===== src/rtl/trace_buffer.sv =====
// Instruction trace buffer: captures fetch-stage PC, instruction and event flags into a circular store.
// Latency: an entry written on edge N is visible at the head from cycle N+1; the read head is combinational from storage.
// Backpressure: a pop needs rd_ready_in. When full, FIFO mode drops the new entry and ring mode overwrites the oldest.
//
// Ports:
//   Clk, Rst_n                      clock (rising edge) and async active-low reset
//   enable_in, mode_ring_in         capture enable; 1 = ring (overwrite oldest), 0 = FIFO (drop newest)
//   pc_in, instr_in                 fetch-stage PC and instruction word
//   stall_IF_ID_in, flush_*_in      hazard flags that disqualify the instruction
//   interrupt_in .. return_int_in   event flags; any set event forces a capture
//   rd_ready_in / rd_valid_out      consumer handshake for the head entry
//   rd_pc_out, rd_instr_out         head entry payload
//   rd_flags_out                    {instr_valid, return_interrupt, unstacking, stacking, interrupt}
//   count_out, full_out, empty_out  occupancy
//   dropped_out                     saturating lost-entry counter
//   rd_time_out                     head timestamp, present only with TRACE_TIMESTAMP_EN defined
//
// Optional feature macro: TRACE_TIMESTAMP_EN adds a free-running 32-bit cycle stamp to every entry.

module trace_buffer #(
  parameter int PC_W    = 64,
  parameter int INSTR_W = 32,
  parameter int DEPTH   = 16
) (
  input  logic                       Clk,
  input  logic                       Rst_n,
  input  logic                       enable_in,
  input  logic                       mode_ring_in,
  input  logic [PC_W-1:0]            pc_in,
  input  logic [INSTR_W-1:0]         instr_in,
  input  logic                       stall_IF_ID_in,
  input  logic                       flush_ID_in,
  input  logic                       flush_EX_in,
  input  logic                       interrupt_in,
  input  logic                       stacking_in,
  input  logic                       unstacking_in,
  input  logic                       return_interrupt_in,
  input  logic                       rd_ready_in,
  output logic                       rd_valid_out,
  output logic [PC_W-1:0]            rd_pc_out,
  output logic [INSTR_W-1:0]         rd_instr_out,
  output logic [4:0]                 rd_flags_out,
  output logic [$clog2(DEPTH):0]     count_out,
  output logic                       full_out,
  output logic                       empty_out,
`ifdef TRACE_TIMESTAMP_EN
  output logic [31:0]                rd_time_out,
`endif
  output logic [15:0]                dropped_out
);

  localparam int AW = $clog2(DEPTH);
  localparam int CW = AW + 1;
  localparam logic [AW-1:0] PTR_ONE = AW'(1);
  localparam logic [CW-1:0] CNT_ONE = CW'(1);
  localparam logic [CW-1:0] CNT_MAX = CW'(DEPTH);

  // Storage is deliberately left unreset; only the pointers define validity.
  logic [PC_W-1:0]    pc_mem    [DEPTH];
  logic [INSTR_W-1:0] instr_mem [DEPTH];
  logic [4:0]         flags_mem [DEPTH];

  logic [AW-1:0] wr_ptr_q, wr_ptr_d;
  logic [AW-1:0] rd_ptr_q, rd_ptr_d;
  logic [CW-1:0] count_q, count_d;
  logic [15:0]   dropped_q, dropped_d;

  logic instr_valid;
  logic any_evt;
  logic wr_req;
  logic is_full;
  logic is_empty;
  logic pop;
  logic do_write;
  logic ovw;        // ring-mode overwrite of the oldest entry
  logic drop_inc;

  assign instr_valid = enable_in & ~stall_IF_ID_in & ~flush_ID_in & ~flush_EX_in;
  assign any_evt     = interrupt_in | stacking_in | unstacking_in | return_interrupt_in;
  assign wr_req      = enable_in & (instr_valid | any_evt);
  assign is_full     = (count_q == CNT_MAX);
  assign is_empty    = (count_q == '0);
  // Pop is qualified by registered occupancy only, so a same-cycle write is never bypassed.
  assign pop         = ~is_empty & rd_ready_in;

  always_comb begin
    wr_ptr_d  = wr_ptr_q;
    rd_ptr_d  = rd_ptr_q;
    count_d   = count_q;
    dropped_d = dropped_q;
    do_write  = 1'b0;
    ovw       = 1'b0;
    drop_inc  = 1'b0;

    if (wr_req) begin
      if (!is_full || pop) begin
        do_write = 1'b1;
        wr_ptr_d = wr_ptr_q + PTR_ONE;
      end else if (mode_ring_in) begin
        // Full ring: the write slot is the oldest slot, so both pointers move together.
        do_write = 1'b1;
        ovw      = 1'b1;
        drop_inc = 1'b1;
        wr_ptr_d = wr_ptr_q + PTR_ONE;
        rd_ptr_d = rd_ptr_q + PTR_ONE;
      end else begin
        drop_inc = 1'b1;
      end
    end

    if (pop) begin
      rd_ptr_d = rd_ptr_q + PTR_ONE;
    end

    if ((do_write && !ovw) && !pop) begin
      count_d = count_q + CNT_ONE;
    end else if (!(do_write && !ovw) && pop) begin
      count_d = count_q - CNT_ONE;
    end

    if (drop_inc && (dropped_q != 16'hFFFF)) begin
      dropped_d = dropped_q + 16'd1;
    end
  end

  always_ff @(posedge Clk or negedge Rst_n) begin
    if (!Rst_n) begin
      wr_ptr_q  <= '0;
      rd_ptr_q  <= '0;
      count_q   <= '0;
      dropped_q <= '0;
    end else begin
      wr_ptr_q  <= wr_ptr_d;
      rd_ptr_q  <= rd_ptr_d;
      count_q   <= count_d;
      dropped_q <= dropped_d;
    end
  end

  always_ff @(posedge Clk) begin
    if (do_write) begin
      pc_mem[wr_ptr_q]    <= pc_in;
      instr_mem[wr_ptr_q] <= instr_in;
      flags_mem[wr_ptr_q] <= {instr_valid, return_interrupt_in, unstacking_in,
                              stacking_in, interrupt_in};
    end
  end

`ifdef TRACE_TIMESTAMP_EN
  logic [31:0] ts_q;
  logic [31:0] ts_mem [DEPTH];

  always_ff @(posedge Clk or negedge Rst_n) begin
    if (!Rst_n) begin
      ts_q <= '0;
    end else begin
      ts_q <= ts_q + 32'd1;
    end
  end

  always_ff @(posedge Clk) begin
    if (do_write) begin
      ts_mem[wr_ptr_q] <= ts_q;
    end
  end

  assign rd_time_out = ts_mem[rd_ptr_q];
`endif

  assign rd_valid_out = ~is_empty;
  assign rd_pc_out    = pc_mem[rd_ptr_q];
  assign rd_instr_out = instr_mem[rd_ptr_q];
  assign rd_flags_out = flags_mem[rd_ptr_q];
  assign count_out    = count_q;
  assign full_out     = is_full;
  assign empty_out    = is_empty;
  assign dropped_out  = dropped_q;

endmodule


===== config.mk =====
export PLATFORM = sky130hd
export DESIGN_NAME = trace_buffer
export DESIGN_NICKNAME = d
export VERILOG_FILES = /design/src/rtl/trace_buffer.sv
export SDC_FILE = /design/constraint.sdc
export NUM_CORES = 2
export LEC_CHECK = 0
export ABC_AREA = 1
export CAP_MARGIN = 20
export CORE_MARGIN = 4
export CORE_UTILIZATION = 35
export DETAILED_ROUTE_END_ITERATION = 10
export SYNTH_ARGS = -nofsm -noshare
export SYNTH_HDL_FRONTEND = slang
export SYNTH_SLANG_ARGS = --single-unit
export TNS_END_PERCENT = 1

===== constraint.sdc =====
create_clock -name Clk -period 25.4 [get_ports Clk]
set_input_delay 5.08 -clock Clk [delete_from_list [all_inputs] [get_ports Clk]]
set_output_delay 5.08 -clock Clk [all_outputs]
set_load 0.005 [all_outputs]

==> summary.md <==
| Metric | Value |
|---|---|
| Outcome | finished clean |
| Post-synthesis cell type count | 25 |
| Via count | 41750 |
| Worst r2r src | count_out[0] |
| M2 GR Usage | 0.3003 |
| Top Usage Layer GRT | met2 |
| Io pins | about 230 |
| Worst hold path depth | 2 |
| Largest net degree at the start of global routing | ~260 |
| Nets@finish | roughly 5700 |
| Tmin final | approximately 11 ns |
| Syn nets | roughly 5600 |
| Global route total overflow | 0 |
| Final non-filler cell total | about 8200 |
| Count of state elements after synthesis | between 1500 and 2000 |
| Seq/Total Area, Yosys | 0.7430 |
| Root Driver | clkbuf_16 |
| CP max stage cell | buf_4 |
| CTS tree | built |
| M1 GR Usage | 0.2359 |
| Max_cap viols | 0 |
| Top FF cell, synth | edfxtp_1 |
| Worst setup endpoint | rd_pc_out[15] |
| Crit path cell chain | inv_8 > buf_4 > buf_4 > buf_4 > o211ai_1 > nand3_1 > nand3_1 > nand2_1 > clkdlybuf4s50_1 |
| Crit share post-route | 0.4351 |
| CTS sink cnt | between 1500 and 2000 |
| Leak | 26.13 nW |
| Global-route wire length before repair | approximately 260000 um |
| CP required | just over 20 ns |
| Setup crit start | rd_ptr_q[1] |
| Asr flop ratio synth | 0.01763 |
| CP endpoint kind | output pin |
| Dpl cells | 7919 |
| Vias/cell | 5.077 |
| CTS Hold Bufs | 0 |
| 1st-iter DRT viols | between 3000 and 4000 |
| Vias in the first global route | about 40000 |
| Post-DR wirelength/cell | ~22 um |
| Total Power | around 0.0084 W |
| Residual DRC | 0 |
| Core Region | roughly 190000 um2 |
| Clk_skew | between 0.02 and 0.025 ns |
| Gr usage total | 0.1776 |
| Post-synth top area cell | edfxtp_1 |
| Slew @ Worst Pin | approximately 1.3 ns |
| F_max | slightly above 0.09 GHz |
| Critical Path Max Stage Delay | between 0.8 and 0.9 ns |
| Yosys Warn Count | 0 |
| TritonRoute pass-1 iters | 6 |
| Post-DP HPWL | 78570 um |
| Top-count cell post-synth | edfxtp_1 |
| Top cell type's share of synthesized area | 0.7320 |
| Worst IR Drop VDD | 102.1 uV |
| CTS buffer count | approximately 170 |
| Most frequent cells after synthesis | edfxtp_1 (1616), nor2_1 (1039), nand2_1 (828) |
| Post-cts gate resize count | 0 |
| Unrepaired setup endpoints after global routing | false |
| Syn_area_per_cell | 12.10 um2 |
| DRT Wirelength | between 150000 and 200000 um |
| Worst Setup Path Type | reg -> out |
| Die W | ~440 um |
| Port bufs | 232 |
| Worst-Skew Late Latency | about 0.80 ns |
| Number of flops mapped to enable cells by yosys | approximately 1600 |
| Top area cells in the synthesized netlist | edfxtp_1 (73%), nor2_1 (5.9%), nand3_1 (4.7%), nand2_1 (4.7%), o21ai_0 (3.5%) |
| Worst-path clk slew | approximately 0.06 ns |
| P per Cell Area | around 110 nW/um2 |
| Cells on worst reg2reg path | 8 |
| Max Slew Vio Count | 0 |
| CTS H-Tree Depth | 4 |
| Startpoint Class | flip-flop |
| Layout overhead on the synthesized area | 14.67% |
| Post-Syn Area | ~66000 um2 |
| FP Rows | between 150 and 200 |
| Initial Utilization | 0.3526 |
| Peak fanout along the critical path | between 100 and 150 |
| Clock Tree Buf Depth | 3 |
| Share of cells above drive strength 1 | 0.05129 |
| Fin. Hold Viols | 0 |
| Antenna Nets Post-Route | 0 |
| Hold Crit Class | reg -> reg |
| Arrival time worst endpoint | approximately 6.0 ns |
| Cell mode on critical path | buf_4 |
| Mapped Cells | 5479 |
| Setup bufs post-CTS | 0 |
| Slew headroom | 0.1558 |
| Setup TNS | 0 ns |
| Flop2flop setup slack | around 21 ns |
| Fillers | 17330 |
| Die Area | roughly 200000 um2 |
| Die span in y | roughly 440 um |
| Met3 usage | 0.03278 |
| Placer Congestion | ~0.77 |
| Initial antenna violation count | 28 |
| Final-report setup violation count | 0 |
| Reg2reg end | pc_mem[12][5] |
==> registers in the layout, indices dropped and copies added (netlist names) <==
name         cells
dropped_out     16
pc_mem        1024
instr_mem      512
flags_mem       80
rd_ptr_q         4
count_out        5
wr_ptr_q         4
==> how the worst min path moves through the flow <==
stage,endpoint,from
2_1_floorplan,wr_ptr_q[3],wr_ptr_q[3]
3_3_place_gp,wr_ptr_q[3],wr_ptr_q[3]
3_5_place_dp,wr_ptr_q[3],wr_ptr_q[3]
4_1_cts,wr_ptr_q[3],wr_ptr_q[3]
5_1_grt,wr_ptr_q[1],wr_ptr_q[1]
6_report,wr_ptr_q[3],wr_ptr_q[3]
==> area by class of cell <==
class / count / area (um2) / area share
Inverter: 236 / 913.4 / 0.01202
Tap cell: 2495 / 3122 / 0.04107
Clock inverter: 85 / 679.4 / 0.008938
Antenna cell: 16 / 40.04 / 0.0005267
Timing Repair Buffer: 286 / 2960 / 0.03894
Sequential cell: 1645 / 49270 / 0.6481
Multi-Input combinational cell: 3259 / 14710 / 0.1936
Clock buffer: 202 / 4320 / 0.05684
==> metal layers <==
layer | wire, um | up-vias
met5 | 95 | -
met4 | 4016 | 12
li1 | - | 19570
met2 | 86710 | 1138
met3 | 10650 | 271
met1 | 77670 | 20760
==> cell usage in the layout, fill, tap and decap left out, types with 10 or more instances in the layout <==
| master | synthesis | layout |
|---|---|---|
| buf_4 | 7 | 36 |
| dfrtp_1 | 29 | 25 |
| nand2_1 | 828 | 828 |
| clkinv_1 | 0 | 38 |
| ha_1 | 10 | 10 |
| o21ai_0 | 467 | 467 |
| clkinv_2 | 0 | 19 |
| o211ai_1 | 202 | 202 |
| clkbuf_16 | 0 | 167 |
| buf_12 | 0 | 17 |
| inv_1 | 234 | 232 |
| o21ai_1 | 43 | 43 |
| clkbuf_1 | 147 | 34 |
| diode_2 | 0 | 16 |
| nand3_1 | 629 | 629 |
| edfxtp_1 | 1616 | 1616 |
| nor2_1 | 1039 | 1039 |
| nor3_2 | 0 | 16 |
| clkdlybuf4s50_1 | 0 | 232 |
==> stage by stage <==
| stage | hold WS, ns | util | worst slack, ns | cell area (um2) |
|---|---|---|---|---|
| after floorplan | 0.4855 | - | 12.18 | 66290 |
| after global placement | 0.5104 | 0.3773 | 15.16 | 70930 |
| after detailed placement | 0.5284 | 0.3773 | 15.15 | 70930 |
| after CTS | 0.5421 | 0.4039 | 14.26 | 75930 |
| after global routing | 0.5983 | 0.4042 | 14.02 | 75990 |
| final | 0.5422 | 0.4043 | 14.35 | 76020 |
==> worst max-delay path, delay by kind of cell, from the launching register on <==
kind                   cells  cell delay, ns
AO/OA/AOI/OAI              1            0.19
buffers and inverters      5            3.67
flip-flops                 1            0.63
AND/OR/NAND/NOR            3            0.44
==> logic make-up (layout without fill, tap and decap cells) <==
kind of cell               after synthesis  after routing  share of synthesized area
xor gates and xnor gates                13             13                   0.001718
adders and majority gates               11             11                   0.002189
other                                    0             16                          0
DFF                                   1645           1645                     0.7430
buffers and inverters                  575            809                    0.03631
and+or+nand+nor                       2520           2520                     0.1552
AOI/OAI and AO/OA                      715            715                    0.06166
==> where the power goes <==
group,internal [W],switching [W]
Clock,0.00126,0.00102
Sequential,0.00320,0.0000922
Combinational,0.000922,0.00187
No activity file was read; power rests on OpenSTA's default activity.
